### src/rtl/fifo_pkg.sv
// Shared constants and Gray/binary helpers for the asynchronous FIFO.
// Both the write-side and read-side pointer blocks use these.
package fifo_pkg;

  // Default pointer width. The FIFO depth is 2**(PTR_W-1).
  localparam int PTR_W = 5;
  localparam int DEPTH = 2 ** (PTR_W - 1);

  // Binary to Gray conversion. Zero-extend narrower values into the 32-bit
  // argument; the low bits of the result are the narrow Gray code.
  function automatic logic [31:0] bin2gray(input logic [31:0] b);
    return b ^ (b >> 1);
  endfunction

  // Gray to binary conversion. Each binary bit is the XOR reduction of every
  // Gray bit at or above it. Zero-extension does not change the low bits.
  function automatic logic [31:0] gray2bin(input logic [31:0] g);
    logic [31:0] b;
    for (int i = 0; i < 32; i++) begin
      b[i] = ^(g >> i);
    end
    return b;
  endfunction

endpackage

### src/rtl/sync_2ff.sv
// Two-flop synchroniser for a multi-bit Gray-coded bus crossing into clk.
// Only one bit changes at a time, so per-bit synchronisation is safe.
module sync_2ff #(
  parameter int W = 5
) (
  input  logic         clk,
  input  logic         rst_n,
  input  logic [W-1:0] d,
  output logic [W-1:0] q
);

  logic [W-1:0] q1_q, q1_d;
  logic [W-1:0] q2_q, q2_d;

  // Next values of the two synchroniser stages.
  always_comb begin
    q1_d = d;
    q2_d = q1_q;
  end

  // Synchroniser stages, cleared asynchronously.
  always_ff @(posedge clk or negedge rst_n) begin
    if (!rst_n) begin
      q1_q <= '0;
      q2_q <= '0;
    end else begin
      q1_q <= q1_d;
      q2_q <= q2_d;
    end
  end

  assign q = q2_q;

endmodule

### src/rtl/fifo_wptr_full.sv
// Write-domain pointer, full flag and fill level for the asynchronous FIFO.
// Optional feature: define FIFO_ALMOST_FULL_EN to build the registered
// almost-full flag; otherwise walmost_full is tied low.
module fifo_wptr_full
  import fifo_pkg::*;
#(
  parameter int n         = PTR_W,
  parameter int AF_THRESH = 2 ** (n - 1) - 2
) (
  input  logic         wclk,
  input  logic         wrst_n,
  input  logic         winc,
  input  logic [n-1:0] rptr_g,
  output logic         wen,
  output logic [n-2:0] waddr_g,
  output logic [n-1:0] wptr_g,
  output logic         wfull,
  output logic [n-1:0] wlevel,
  output logic         walmost_full
);

  localparam int DEPTH_N = 2 ** (n - 1);

  // Elaboration guard against unusable parameter combinations.
  if (n < 3 || n > 31 || AF_THRESH < 0 || AF_THRESH > DEPTH_N) begin : g_bad_param
    $error("fifo_wptr_full: unsupported n or AF_THRESH");
  end

  logic [n-1:0] wbin_q, wbin_d;
  logic [n-1:0] wptr_g_q, wptr_g_d;
  logic [n-1:0] wlevel_q, wlevel_d;
  logic         wfull_q, wfull_d;

  logic [n-1:0] rq2;
  logic [n-1:0] rbin_s;
  logic [n-1:0] wbnext;
  logic [n-1:0] wgnext;
  logic [n-2:0] wlow;

  sync_2ff #(.W(n)) u_rsync (
    .clk   (wclk),
    .rst_n (wrst_n),
    .d     (rptr_g),
    .q     (rq2)
  );

  // Write handshake: the producer offers a word with winc; it is taken in
  // any cycle where wfull is low (wen high), otherwise it is dropped and the
  // producer must hold winc. No RAM write is issued while reset is asserted.
  assign wen = winc & ~wfull_q & wrst_n;

  // Next pointer, Gray pointer, full and level computed from the synchronised
  // read pointer. The flags use the possibly stale rq2, so they can only err
  // towards full.
  always_comb begin
    wbnext   = wbin_q + {{(n-1){1'b0}}, wen};
    wgnext   = wbnext ^ (wbnext >> 1);
    rbin_s   = n'(gray2bin({{(32-n){1'b0}}, rq2}));
    wfull_d  = (wgnext == {~rq2[n-1], ~rq2[n-2], rq2[n-3:0]});
    wlevel_d = wbnext - rbin_s;
    wbin_d   = wbnext;
    wptr_g_d = wgnext;
  end

  // RAM address: (n-1)-bit Gray code of the low binary pointer bits, which is
  // not the same as the low bits of the n-bit Gray pointer.
  always_comb begin
    wlow    = wbin_q[n-2:0];
    waddr_g = wlow ^ (wlow >> 1);
  end

  // Pointer and flag registers, cleared asynchronously.
  always_ff @(posedge wclk or negedge wrst_n) begin
    if (!wrst_n) begin
      wbin_q   <= '0;
      wptr_g_q <= '0;
      wfull_q  <= 1'b0;
      wlevel_q <= '0;
    end else begin
      wbin_q   <= wbin_d;
      wptr_g_q <= wptr_g_d;
      wfull_q  <= wfull_d;
      wlevel_q <= wlevel_d;
    end
  end

  assign wptr_g = wptr_g_q;
  assign wfull  = wfull_q;
  assign wlevel = wlevel_q;

`ifdef FIFO_ALMOST_FULL_EN
  logic walmost_full_q, walmost_full_d;

  // Almost-full follows the next level so it lines up with wlevel.
  always_comb begin
    walmost_full_d = (int'({{(32-n){1'b0}}, wlevel_d}) >= AF_THRESH);
  end

  // Almost-full register.
  always_ff @(posedge wclk or negedge wrst_n) begin
    if (!wrst_n) begin
      walmost_full_q <= 1'b0;
    end else begin
      walmost_full_q <= walmost_full_d;
    end
  end

  assign walmost_full = walmost_full_q;
`else
  assign walmost_full = 1'b0;
`endif

endmodule

### config.mk
export PLATFORM = sky130hd
export DESIGN_NAME = fifo_wptr_full
export DESIGN_NICKNAME = d
export VERILOG_FILES = /design/src/rtl/fifo_pkg.sv /design/src/rtl/sync_2ff.sv /design/src/rtl/fifo_wptr_full.sv
export SDC_FILE = /design/constraint.sdc
export NUM_CORES = 1
export LEC_CHECK = 0
export ABC_AREA = 0
export BUFFER_PORTS_ARGS = -buffer_cell sky130_fd_sc_hd__buf_2
export CAP_MARGIN = 40
export CORE_ASPECT_RATIO = 0.7
export CORE_MARGIN = 2
export CORE_UTILIZATION = 32
export DETAILED_ROUTE_END_ITERATION = 8
export HOLD_SLACK_MARGIN = 0.06
export MAX_ROUTING_LAYER = met4
export SLEW_MARGIN = 0
export SYNTH_ARGS = -nofsm -noshare
export SYNTH_HDL_FRONTEND = slang
export SYNTH_HIERARCHICAL = 1
export SYNTH_SLANG_ARGS = --single-unit
### constraint.sdc
create_clock -name wclk -period 3.01 [get_ports wclk]
set_clock_uncertainty 0.15 [all_clocks]
set_input_delay 0 -clock wclk [delete_from_list [all_inputs] [get_ports wclk]]
set_output_delay 0 -clock wclk [all_outputs]
set_load 0.05 [all_outputs]
# After elaboration in Yosys (flattened, before gate mapping)

Cells that the tools add are included.

Add/subtract/negate cells: 2
Equality and inequality tests: 1
Bitwise gates (word level): 7
Reductions and logical operators: 5

Operators by type and width:

| operator                               | count |
|---|---|
| 32-bit parity                          | 5 |
| 5-bit by 1-bit adder with 5-bit output | 1 |
| 5-bit equality test                    | 1 |
| 5-bit subtractor                       | 1 |
| 5-bit by 4-bit XOR with 5-bit output   | 1 |
| 4-bit by 3-bit XOR with 4-bit output   | 1 |
| 1-bit NOT                              | 3 |
| 1-bit AND                              | 2 |

Flip-flop bits (word level): 26
Output and inout bits: 17
Word-level logic and storage cells: 21

# Logic depth before layout (Yosys ltp)

Gate-level depths: netlist of the first run.

Depth in word-level cells: 6
Mapped depth: 11
Mapped depth without buffers: 11

# Cells and area by module

The synthesis of the first run kept the hierarchy.

Modules (own cells, without submodules):

| module         | instances | cells an instance | area an instance (um^2) | sequential area each (um^2) |
|---|---|---|---|---|
| fifo_wptr_full | 1         | 71                | 854.6                   | 375.4 |
| sync_2ff       | 1         | 10                | 250.2                   | 250.2 |

# Worst setup path after synthesis of the first run

OpenSTA, ideal clock, no wires.

Path type: register -> register
From: register wfull_q (netlist: wfull)
To: register wlevel_q[3] (netlist: wlevel[3])
Library setup time: 122 ps
Data arrival time: 2741 ps
Required time: 2738 ps
Path slack: -4 ps
Cell stages (with the launch flop): 10
Period minus slack after synthesis: 3014 ps
Cells stage by stage: dfrtp_1 > and3b_1 > ha_1 > ha_1 > ha_1 > nor2b_1 > o21ai_0 > nand2_1 > a32o_2 > xnor2_1

Word-level cells in the longest chain between the ends: 5

Ends and longest elaborated chain:

| what                                   | RTL line             | RTL |
|---|---|---|
| start: declaration                     | fifo_wptr_full.sv:32 | `logic wfull_q, wfull_d;` |
| start signal: assignment               | fifo_wptr_full.sv:82 | `wfull_q <= wfull_d;` |
| 1-bit NOT                              | fifo_wptr_full.sv:50 | `assign wen = winc & ~wfull_q & wrst_n;` |
| 1-bit AND (2 in a row)                 | fifo_wptr_full.sv:50 |  |
| named net wen                          | fifo_wptr_full.sv:14 | `output logic wen,` |
| 5-bit by 1-bit adder with 5-bit output | fifo_wptr_full.sv:56 | `wbnext = wbin_q + {{(n-1){1'b0}}, wen};` |
| named net wbin_d[1]                    | fifo_wptr_full.sv:29 | `logic [n-1:0] wbin_q, wbin_d;` |
| 5-bit subtractor                       | fifo_wptr_full.sv:60 | `wlevel_d = wbnext - rbin_s;` |
| named net wlevel_d[3]                  | fifo_wptr_full.sv:31 | `logic [n-1:0] wlevel_q, wlevel_d;` |
| end signal: assignment                 | fifo_wptr_full.sv:83 | `wlevel_q <= wlevel_d;` |
| end: declaration                       | fifo_wptr_full.sv:31 |  |

The timed path passes the listed nets, and every way through them passes these cells.

# Worst setup path after layout of the first run

From: register u_rsync.q2_q[4] (netlist: u_rsync/q[4])
To: register wlevel_q[2] (netlist: wlevel[2])

Word-level cells in the longest chain between the ends: 2

Ends and longest elaborated chain:

| what                     | RTL line             | RTL |
|---|---|---|
| start: declaration       | sync_2ff.sv:13       | `logic [W-1:0] q2_q, q2_d;` |
| start signal: assignment | sync_2ff.sv:28       | `q2_q <= q2_d;` |
| 32-bit parity            | fifo_pkg.sv:20       | `b[i] = ^(g >> i);` |
| 5-bit subtractor *       | fifo_wptr_full.sv:60 |  |
| named net wlevel_d[2]    | fifo_wptr_full.sv:31 |  |

The timed path passes the listed nets; every way through them passes the cells marked *.

==> results.txt, run 1 <==
The flow ran to the end, and the final reports show no timing, DRC or antenna violations. The part of the Yosys area used for sequential elements came out at 0.566. Counting stages on the worst path, the most repeated cell is xnor2_1. The number of I/O pins came out at 25. The count of placed standard cells in the final layout, fillers left out is 160. The total half-perimeter wirelength after legalization and detailed placement is 1.26 mm. The final routed wire length divided by cell count came out at 10.3 µm.

The residual DRC count came out at 0. After global routing, the most crowded layer is met2. The number of hold-slack violations in the final timing report came to 0. The initial antenna violation count is 0. In the global route stage, met3 resource usage came out at 0.0457.

The number of distinct library cells after synthesis is 24. The final number of max-transition violations came out at 0. Setup repair after global routing left no endpoint under its margin. Grouping stages by cell kind, the critical path spends the most delay in XOR/XNOR gates. The shortest clock period the worst path allows after layout is 2770 ps.

The clock-pin slew reported for the worst setup and hold paths after clock tree synthesis came out at roughly 80 ps. The number of DRC markers after the initial detailed-route iteration is 41. For the worst flop-to-flop path, the logic depth is 10. Derived from the worst setup path, the maximum achievable clock frequency is around 360 MHz. The post-synthesis instance area came out at roughly 1100 µm². In this run the critical register-to-register path is captured at wlevel[2]. The final route contains around 650 vias. The count of state elements after synthesis came out at 25. The fraction of met2 tracks used by global routing came out at 0.158. The clock latency at the later pin of the worst-skew pair is 260 ps. The number of warnings issued by yosys is 6. For the worst setup path, the data required time is 3030 ps. The core area came out at 3230 µm². The relative area change from synthesis to final layout is 24.7%. The total track usage came out at 0.103. The critical path starts at u_rsync/q[4]. At the end of routability-driven placement, the weighted congestion stood at 0.796.

The die footprint came out at approximately 4000 µm². The first global-routing pass estimated 2.82 mm of wire. TritonCTS built the clock tree. The slowest stage of the critical path is the dfrtp_1 cell.

The remaining antenna violation count after routing came out at 0. The maximum net fanout on the critical path is 3. The via density per instance is 4.04. The worst-case register-to-register setup slack is between 200 and 250 ps. The clock sink count is 25.

The worst flop-to-flop path startpoint is u_rsync/q[4]. The post-synthesis net count came out at 96. The largest buffer count on any clock path is 2. The critical path is of the reg -> reg type. The number of buffer and inverter stages on the critical path is 1. The floorplan step set the die height to approximately 53 µm. The kind of start point of the critical path is a register.

The number of H-tree branching levels is 1. The total overflow left after global routing is 0. The number of iterations in the first detailed-routing pass is 3. The number of antenna diodes in the final layout is 0.

The initial standard-cell utilization of the core came out at 0.342. The final layout net count came out at 129. STA classifies the critical path endpoint as a register. Hold timing on the final database bottoms out at a slack of approximately 65 ps. The tree is rooted in a clkbuf_8.

The total number of cells along the worst setup path is 10. The total wirelength of the detailed-routed design is approximately 1.6 mm. Setup violations remaining at the end of the flow were counted as 0. The number of global-route vias before repair is 644. The critical path goes through xor2_1 > xnor2_1 > xor2_1 > xnor2_1 > ha_1 > inv_1 > fa_1 > nand2_1 > or2b_1 > xnor2_1. The data arrival time of the worst path came out at ~2800 ps.

The mean post-synth cell area came out at 13.6 µm². The total CTS buffers is 3. The proportion of layout cells with a drive suffix above 1 is 0.336. The final setup TNS came out at 0 ps. The ratio of final minimum period to clock period came out at 0.920. In this design, the stage delay of the slowest critical-path cell is 410 ps. The total placed cells including tap cells came out at 150. The class of the tightest hold or removal check is in -> reg.

The number of buffers added on ports is 23. The synthesized instance count came out at 81. The number of maximum-capacitance violations came out at 0. In this run the worst setup path terminates at wlevel[2].

For this run, global-route usage on met1 was measured as 0.125. The x dimension of the die is 74.2 µm. The cell row count came out at 17. The largest net degree at the start of global routing is 26.
cells in the final DEF, fill, tap and decap left out:
cell type	instances
nor2b_1	1
buf_2	23
xnor2_1	12
or2b_1	1
o21ai_2	1
ha_1	6
xor2_4	1
a32o_2	1
conb_1	1
inv_1	4
clkbuf_8	3
buf_4	2
nand3_1	1
dlygate4sd3_1	6
nand2_1	4
fa_1	1
clkbuf_1	1
and3b_2	1
nor3_2	2
nand2b_4	1
xor2_2	1
dfrtp_1	25
nor2_1	3
maj3_2	1
a21oi_1	1
inv_2	1
xor2_1	7
o21ai_0	1
metal layers:
metal	vias up	part of all wire
met5	-	0
met4	0	0.0079
met3	2	0.071
met2	22	0.43
met1	309	0.49
li1	314	-
kinds of logic (layout without fill, tap and decap cells):
group / after synthesis / after routing / share of synthesized area
flip-flops: 25 / 25 / 0.566
XOR/XNOR: 21 / 21 / 0.190
AND/OR/NAND/NOR: 14 / 14 / 0.0793
adder cells (fa/ha/maj): 8 / 8 / 0.0963
buffers and inverters: 8 / 40 / 0.0374
AO/OA/AOI/OAI: 4 / 4 / 0.0272
other: 1 / 1 / 0.00339
worst register-to-register path: cells and delay by family, from the launching register on:
kind          cells  cell delay, ps
xor+xnor          5            1170
fa+ha+maj         2             570
buf+inv           1              50
flops             1             410
simple gates      2             340
what timing repair did:
item | 4_1_cts | 5_1_grt
resized for setup | 0 | 0
buffers inserted | 0 | 0
hold endpoints to repair | 30 | 0
hold buffers | 6 | 0
Yosys cell counts:
library cell / n / area share
xor2_2: 1 / 0.015
nor2_1: 3 / 0.010
inv_1: 4 / 0.014
maj3_2: 1 / 0.010
a32o_2: 1 / 0.010
conb_1: 1 / 0.0034
nand3_1: 1 / 0.0045
xnor2_1: 12 / 0.095
nand2b_4: 1 / 0.012
buf_4: 3 / 0.020
o21ai_2: 1 / 0.0079
nand2_1: 4 / 0.014
dfrtp_1: 25 / 0.57
o21ai_0: 1 / 0.0045
nor3_2: 2 / 0.018
xor2_1: 7 / 0.055
ha_1: 6 / 0.068
and3b_1: 1 / 0.0079
a21oi_1: 1 / 0.0045
or2b_1: 1 / 0.0068
xor2_4: 1 / 0.025
fa_1: 1 / 0.018
nor2b_1: 1 / 0.0057
inv_2: 1 / 0.0034
layout make-up:
type                    count  area (µm²)
clock buffers               4        45.0
fillers                   322        1860
inverters                   5        18.8
multi-input cells          48         439
flip-flops and latches     25         626
well taps                  47        58.8
repair buffers             31         190
state kept, by name (all words and copies together) (netlist names):
register	flops
wbin_q	5
wptr_g	4
u_rsync/q1_q	5
wfull	1
wlevel	5
u_rsync/q	5
metrics by stage:
stage / utilization / setup WS [ps] / cell area, µm²
finish: 0.426 / 242 / 1380
global route: 0.426 / 55.1 / 1380
CTS: 0.426 / 202 / 1380
detailed placement: 0.394 / 243 / 1270
global placement: 0.394 / 336 / 1270
floorplan: - / 118 / 1110
worst min path at each step:
| stage | from | endpoint | slack (ps) | cells past startpoint |
|---|---|---|---|---|
| 6_report | winc | wbin_q[0] | 60 | 3 |
| 5_1_grt | winc | wbin_q[0] | 100 | 3 |
| 4_1_cts | winc | wbin_q[0] | 60 | 3 |
| 3_5_place_dp | wrst_n | wbin_q[1] | -130 | 2 |
| 3_3_place_gp | wrst_n | wbin_q[0] | -140 | 2 |
| 2_1_floorplan | wrst_n | u_rsync/q1_q[0] | -450 | 0 |
Power of run 1 is not shown: default switching activity piles up to over one toggle a cycle in this logic, so the estimate is an artifact.
==> run 2: changes to the inputs <==
CTS_BUF_LIST = sky130_fd_sc_hd__clkbuf_8   (was not set)
==> run 2 against run 1 <==
Worst hold slack got worse by 0.67 ps. Non-clock buffer count unchanged. Fmax about the same. Critical endpoint unchanged. Largest cell class unchanged.
==> results.txt, run 2 (synthesized netlist as in run 1, its figures left out) <==
The residual DRC count came out at 0 (unchanged). Worst path cell trace: xor2_1 > xnor2_1 > xor2_1 > xnor2_1 > ha_1 > inv_1 > fa_1 > nand2_1 > or2b_1 > xnor2_1 (unchanged). The remaining antenna violation count after routing is 0 (unchanged). The final setup TNS came out at 0 ps (unchanged). The number of buffers added on ports came out at 23 (unchanged). The vertical extent of the die came out at 53.2 µm (unchanged).

The clock-pin slew reported for the worst setup and hold paths after clock tree synthesis is 80 ps (about the same). The class of the tightest hold or removal check is in -> reg (unchanged). The proportion of layout cells with a drive suffix above 1 is 0.336 (unchanged). The most common cell after layout, fill and taps aside is dfrtp_1 (unchanged). The x dimension of the die came out at 74.2 µm (unchanged). The required time at the endpoint of the critical path came to 3030 ps (about the same). The kind of cell with the highest combined delay on the critical path was XOR/XNOR gates (unchanged).

The quantity of gates resized following cts is 0 (unchanged). The number of H-tree branching levels is 1 (unchanged). The ratio of final minimum period to clock period came out at 0.920 (about the same). The number of I/O pins came out at 25 (unchanged). The total CTS buffers is 3 (unchanged). The shortest clock period the worst path allows after layout was 2770 ps (about the same). The clock tree from TritonCTS is built (unchanged). The die footprint is 3950 µm² (unchanged). The cell repeated most along the worst path is xnor2_1 (unchanged).

The total wirelength of the detailed-routed design is 1.65 mm (unchanged). The largest net degree at the start of global routing came out at 26 (unchanged). RSZ-0062 raised after global routing: no (unchanged).

The worst-case register-to-register setup slack came out at 240 ps (about the same). The total half-perimeter wirelength after legalization and detailed placement came out at 1.26 mm (unchanged). The largest buffer count on any clock path is 2 (unchanged). The number of DRC markers after the initial detailed-route iteration came out at 41 (unchanged). The cell row count came to 17 (unchanged). The area taken by flip-flops and latches was 626 µm² (unchanged). The clock tree root driver cell was clkbuf_8 (unchanged).

The total track usage came to 0.103 (unchanged). The via density per instance came out at 4.04 (unchanged). Most frequent cells in the layout: 25 x dfrtp_1, 23 x buf_2, 12 x xnor2_1 (unchanged). The final number of max-transition violations is 0 (unchanged). The relative area change from synthesis to final layout came out at 24.7% (unchanged). The initial antenna violation count came to 0 (unchanged). Run status: finished clean (unchanged). The final number of setup-violating endpoints came to 0 (unchanged).

The number of antenna diodes came to 0 (unchanged). The clock sink count is 25 (unchanged). The initial standard-cell utilization of the core is 0.342 (unchanged). The core area was 3230 µm² (unchanged).

The maximum net fanout on the critical path was 3 (unchanged). The final weighted congestion of routability-driven global placement was 0.796 (unchanged). The number of maximum-capacitance violations is 0 (unchanged). The clock latency at the later pin of the worst-skew pair came out at 260 ps (about the same). The final routed wire length divided by cell count is 10.3 µm (unchanged). The kind of start point of the critical path is a register (unchanged). The global-route wire length before repair came out at 2.82 mm (unchanged). The number of global-route vias before repair came out at 644 (unchanged). The peak per-stage delay on the critical path came to 410 ps (about the same). The critical path start-end classification is reg -> reg (unchanged). The filler cell count is 322 (unchanged). The cell with the largest stage delay on the worst path is dfrtp_1 (unchanged). The number of buffer and inverter stages on the critical path came out at 1 (unchanged). The total vias in the final route came to 647 (unchanged). The total grt overflow is 0 (unchanged).

The area used by multi-input combinational logic was 439 µm² (unchanged). The data arrival time of the worst path came out at 2790 ps (about the same). The number of hold-slack violations in the final timing report came out at 0 (unchanged). The fmax came out at 361 MHz (about the same).

The endpoint type of the worst setup path was a register (unchanged). The final layout net count was 129 (unchanged). The number of iterations in the first detailed-routing pass is 3 (unchanged).
## run 2: changes by cell type in the layout (fill, tap and decap cells not counted)
cell and delta:
clkbuf_1 -1, inv_1 +1
## run 2: area by class of cell
class                           count  area share
Multi-Input combinational cell     48       0.319
Timing Repair Buffer               31       0.138
Clock inverter                      1     0.00272
Tap cell                           47      0.0427
Sequential cell                    25       0.454
Clock buffer                        3      0.0300
Inverter                            5      0.0136
## run 2: tightest hold or removal path, stage by stage
cell and delay (ps):
buf_2 70, and3b_2 170, ha_1 190
## run 2: routing by layer
metal / vias to the layer above / global-route usage / part of all wire
li1: 314 / - / -
met1: 309 / 0.125 / 0.49
met2: 22 / 0.158 / 0.43
met3: 2 / 0.0457 / 0.071
met4: 0 / 0.0268 / 0.0079
met5: - / - / 0
## run 2: per-stage QoR
step                instances  hold WS (ps)   util  setup slack [ps]  cell area [µm²]
floorplan                  81          -446      -               118             1110
global placement          150          -139  0.394               336             1270
detailed placement        150          -133  0.394               243             1270
CTS                       160          62.4  0.426               202             1380
global route              160          99.5  0.426              55.1             1380
finish                    160          63.9  0.426               242             1380
## run 2: path summary, 6_finish.rpt
path / cells after the start / to / from
setup reg to reg: 10 / wlevel[2] / u_rsync/q[4]
setup / recovery: 10 / wlevel[2] / u_rsync/q[4]
max in group asynchronous: 3 / u_rsync/q[3] / wrst_n
hold reg to reg: 0 / u_rsync/q[4] / u_rsync/q1_q[4]
hold / removal: 3 / wbin_q[0] / winc
min in group asynchronous: 3 / wbin_q[1] / wrst_n
## run 2: what timing repair did
action | in CTS | in global routing
hold buffers | 6 | 0
setup buffers | 0 | 0
endpoints found under the hold margin | 30 | 0
Power of run 2 is left out for the same reason.
==> run 3: changes to the inputs <==
CORE_MARGIN = 1.5   (was 2)
CORE_UTILIZATION = 45   (was 32)
PLACE_DENSITY = 0.68   (was not set)
==> run 3 against run 2 <==
Fmax increased by 0.83%. Utilization rose by 18 points. Sequential share of layout area is 0.59 points higher. Global-route usage grew 4.1 points. Sequential cell count unchanged. Non-clock buffer count unchanged.
==> results.txt, run 3 (synthesized netlist as in run 1, its figures left out) <==
Run status: finished clean (unchanged). The most common cell after layout, fill and taps aside is dfrtp_1 (unchanged). The x dimension of the die came to 62.2 µm (was 74.2 µm). The number of setup buffers added after CTS is 0 (unchanged). The clock tree root driver cell is clkbuf_8 (unchanged). The hold buffer count at cts came to 6 (unchanged).

The cell repeated most along the worst path is xnor2_1 (unchanged). The endpoint type of the worst setup path is a register (unchanged). The total track usage is 0.144 (was 0.103). The number of I/O pins came out at 25 (unchanged). Most frequent cells in the layout: 25 x dfrtp_1, 23 x buf_2, 12 x xnor2_1 (unchanged). The number of maximum-capacitance violations came out at 0 (unchanged). The clock sink count is 25 (unchanged). The initial standard-cell utilization of the core was 0.493 (was 0.342). The quantity of gates resized following cts is 0 (unchanged). The critical path start-end classification is reg -> reg (unchanged). The die footprint is 2770 µm² (was 3950 µm²).

The residual DRC count is 0 (unchanged). The proportion of layout cells with a drive suffix above 1 is 0.345 (was 0.336). The kind of start point of the critical path was a register (unchanged). The total grt overflow came to 0 (unchanged). The total wirelength of the detailed-routed design is 1.56 mm (was 1.65 mm). The largest net degree at the start of global routing came to 26 (unchanged). The core area came out at 2240 µm² (was 3230 µm²). The largest buffer count on any clock path came out at 2 (unchanged). The data arrival time of the worst path came to 2780 ps (was 2790 ps). The initial antenna violation count came out at 0 (unchanged). The final layout net count is 129 (unchanged). The number of DRC markers after the initial detailed-route iteration came out at 1 (was 41). The clock-pin slew reported for the worst setup and hold paths after clock tree synthesis came to 80 ps (about the same). The number of antenna diodes came out at 0 (unchanged). The cell row count is 14 (was 17).

Worst path cell trace: xor2_1 > xnor2_1 > xor2_1 > xnor2_1 > ha_1 > inv_1 > fa_1 > nand2_1 > or2b_1 > xnor2_1 (unchanged). The fmax is 364 MHz (was 361 MHz). The ratio of final minimum period to clock period came out at 0.912 (was 0.920). The global-route wire length before repair is 2.77 mm (was 2.82 mm). The via density per instance was 4.37 (was 4.04). The number of H-tree branching levels is 1 (unchanged). The remaining antenna violation count after routing came to 0 (unchanged). The final routed wire length divided by cell count is 10.8 µm (was 10.3 µm). The class of the tightest hold or removal check is in -> reg (unchanged). The number of iterations in the first detailed-routing pass was 2 (was 3).

The filler cell count is 202 (was 322). The required time at the endpoint of the critical path came out at 3040 ps (was 3030 ps). The number of global-route vias before repair came out at 622 (was 644). The total half-perimeter wirelength after legalization and detailed placement is 1.21 mm (was 1.26 mm). The final number of setup-violating endpoints came out at 0 (unchanged). The final setup TNS is 0 ps (unchanged). The final weighted congestion of routability-driven global placement came to 0.773 (was 0.796). The maximum net fanout on the critical path is 3 (unchanged). RSZ-0062 raised after global routing: no (unchanged). The total CTS buffers came out at 3 (unchanged). The clock latency at the later pin of the worst-skew pair came to 270 ps (was 260 ps). The clock tree from TritonCTS is built (unchanged). The relative area change from synthesis to final layout came out at 23.1% (was 24.7%). The number of buffers added on ports is 23 (unchanged). The peak per-stage delay on the critical path was 400 ps (was 410 ps). The number of hold-slack violations in the final timing report came out at 0 (unchanged).

The vertical extent of the die is 44.5 µm (was 53.2 µm). The total vias in the final route is 634 (was 647). The final number of max-transition violations is 0 (unchanged). The cell with the largest stage delay on the worst path was dfrtp_1 (unchanged). The shortest clock period the worst path allows after layout came out at 2750 ps (was 2770 ps).
## run 3: cell count changes in the layout (fill, tap and decap cells not counted)
| cell | delta |
|---|---|
| clkinv_2 | +1 |
| inv_1 | -1 |
## run 3: worst max-delay path: cells and delay by family, from the launching register on
kind | cells | cell delay (ps)
xor gates and xnor gates | 5 | 1150
adders and majority gates | 2 | 570
buffers and inverters | 1 | 60
DFF | 1 | 400
and+or+nand+nor | 2 | 330
## run 3: per-stage QoR
stage / cells / utilization / hold slack [ps] / area, µm² / setup WS [ps]
2_1_floorplan: 81 / - / -446 / 1110 / 118
4_1_cts: 145 / 0.607 / 76.4 / 1360 / 238
5_1_grt: 145 / 0.607 / 86.8 / 1360 / 4.45
3_5_place_dp: 135 / 0.559 / -106 / 1250 / 265
3_3_place_gp: 135 / 0.559 / -110 / 1250 / 273
6_report: 145 / 0.607 / 77.4 / 1360 / 265
## run 3: area by class of cell
type	count	area, µm²	share of cell area
timing repair buffer	31	190	0.140
tap	32	40.0	0.0294
clock buffer	3	41.3	0.0304
sequential	25	626	0.460
clock inverter	1	5.00	0.00368
inverter	5	18.8	0.0138
multi-input combinational	48	439	0.323
## run 3: metal layers
metal	global-route usage	share of wire	up-vias
li1	-	-	314
met1	0.169	0.48	298
met2	0.215	0.43	18
met3	0.0560	0.064	4
met4	0.0800	0.026	0
met5	-	0	-
## run 3: path summary, 6_finish.rpt
path	start	endpoint	slack, ps	cells past startpoint
max reg2reg	u_rsync/q[4]	wlevel[2]	260	10
min in group asynchronous	wrst_n	wlevel[0]	140	3
min reg2reg	u_rsync/q1_q[3]	u_rsync/q[3]	200	0
max in group asynchronous	wrst_n	wptr_g[0]	2330	3
min	winc	wbin_q[0]	80	3
max	u_rsync/q[4]	wlevel[2]	260	10
Power of run 3 is left out for the same reason.
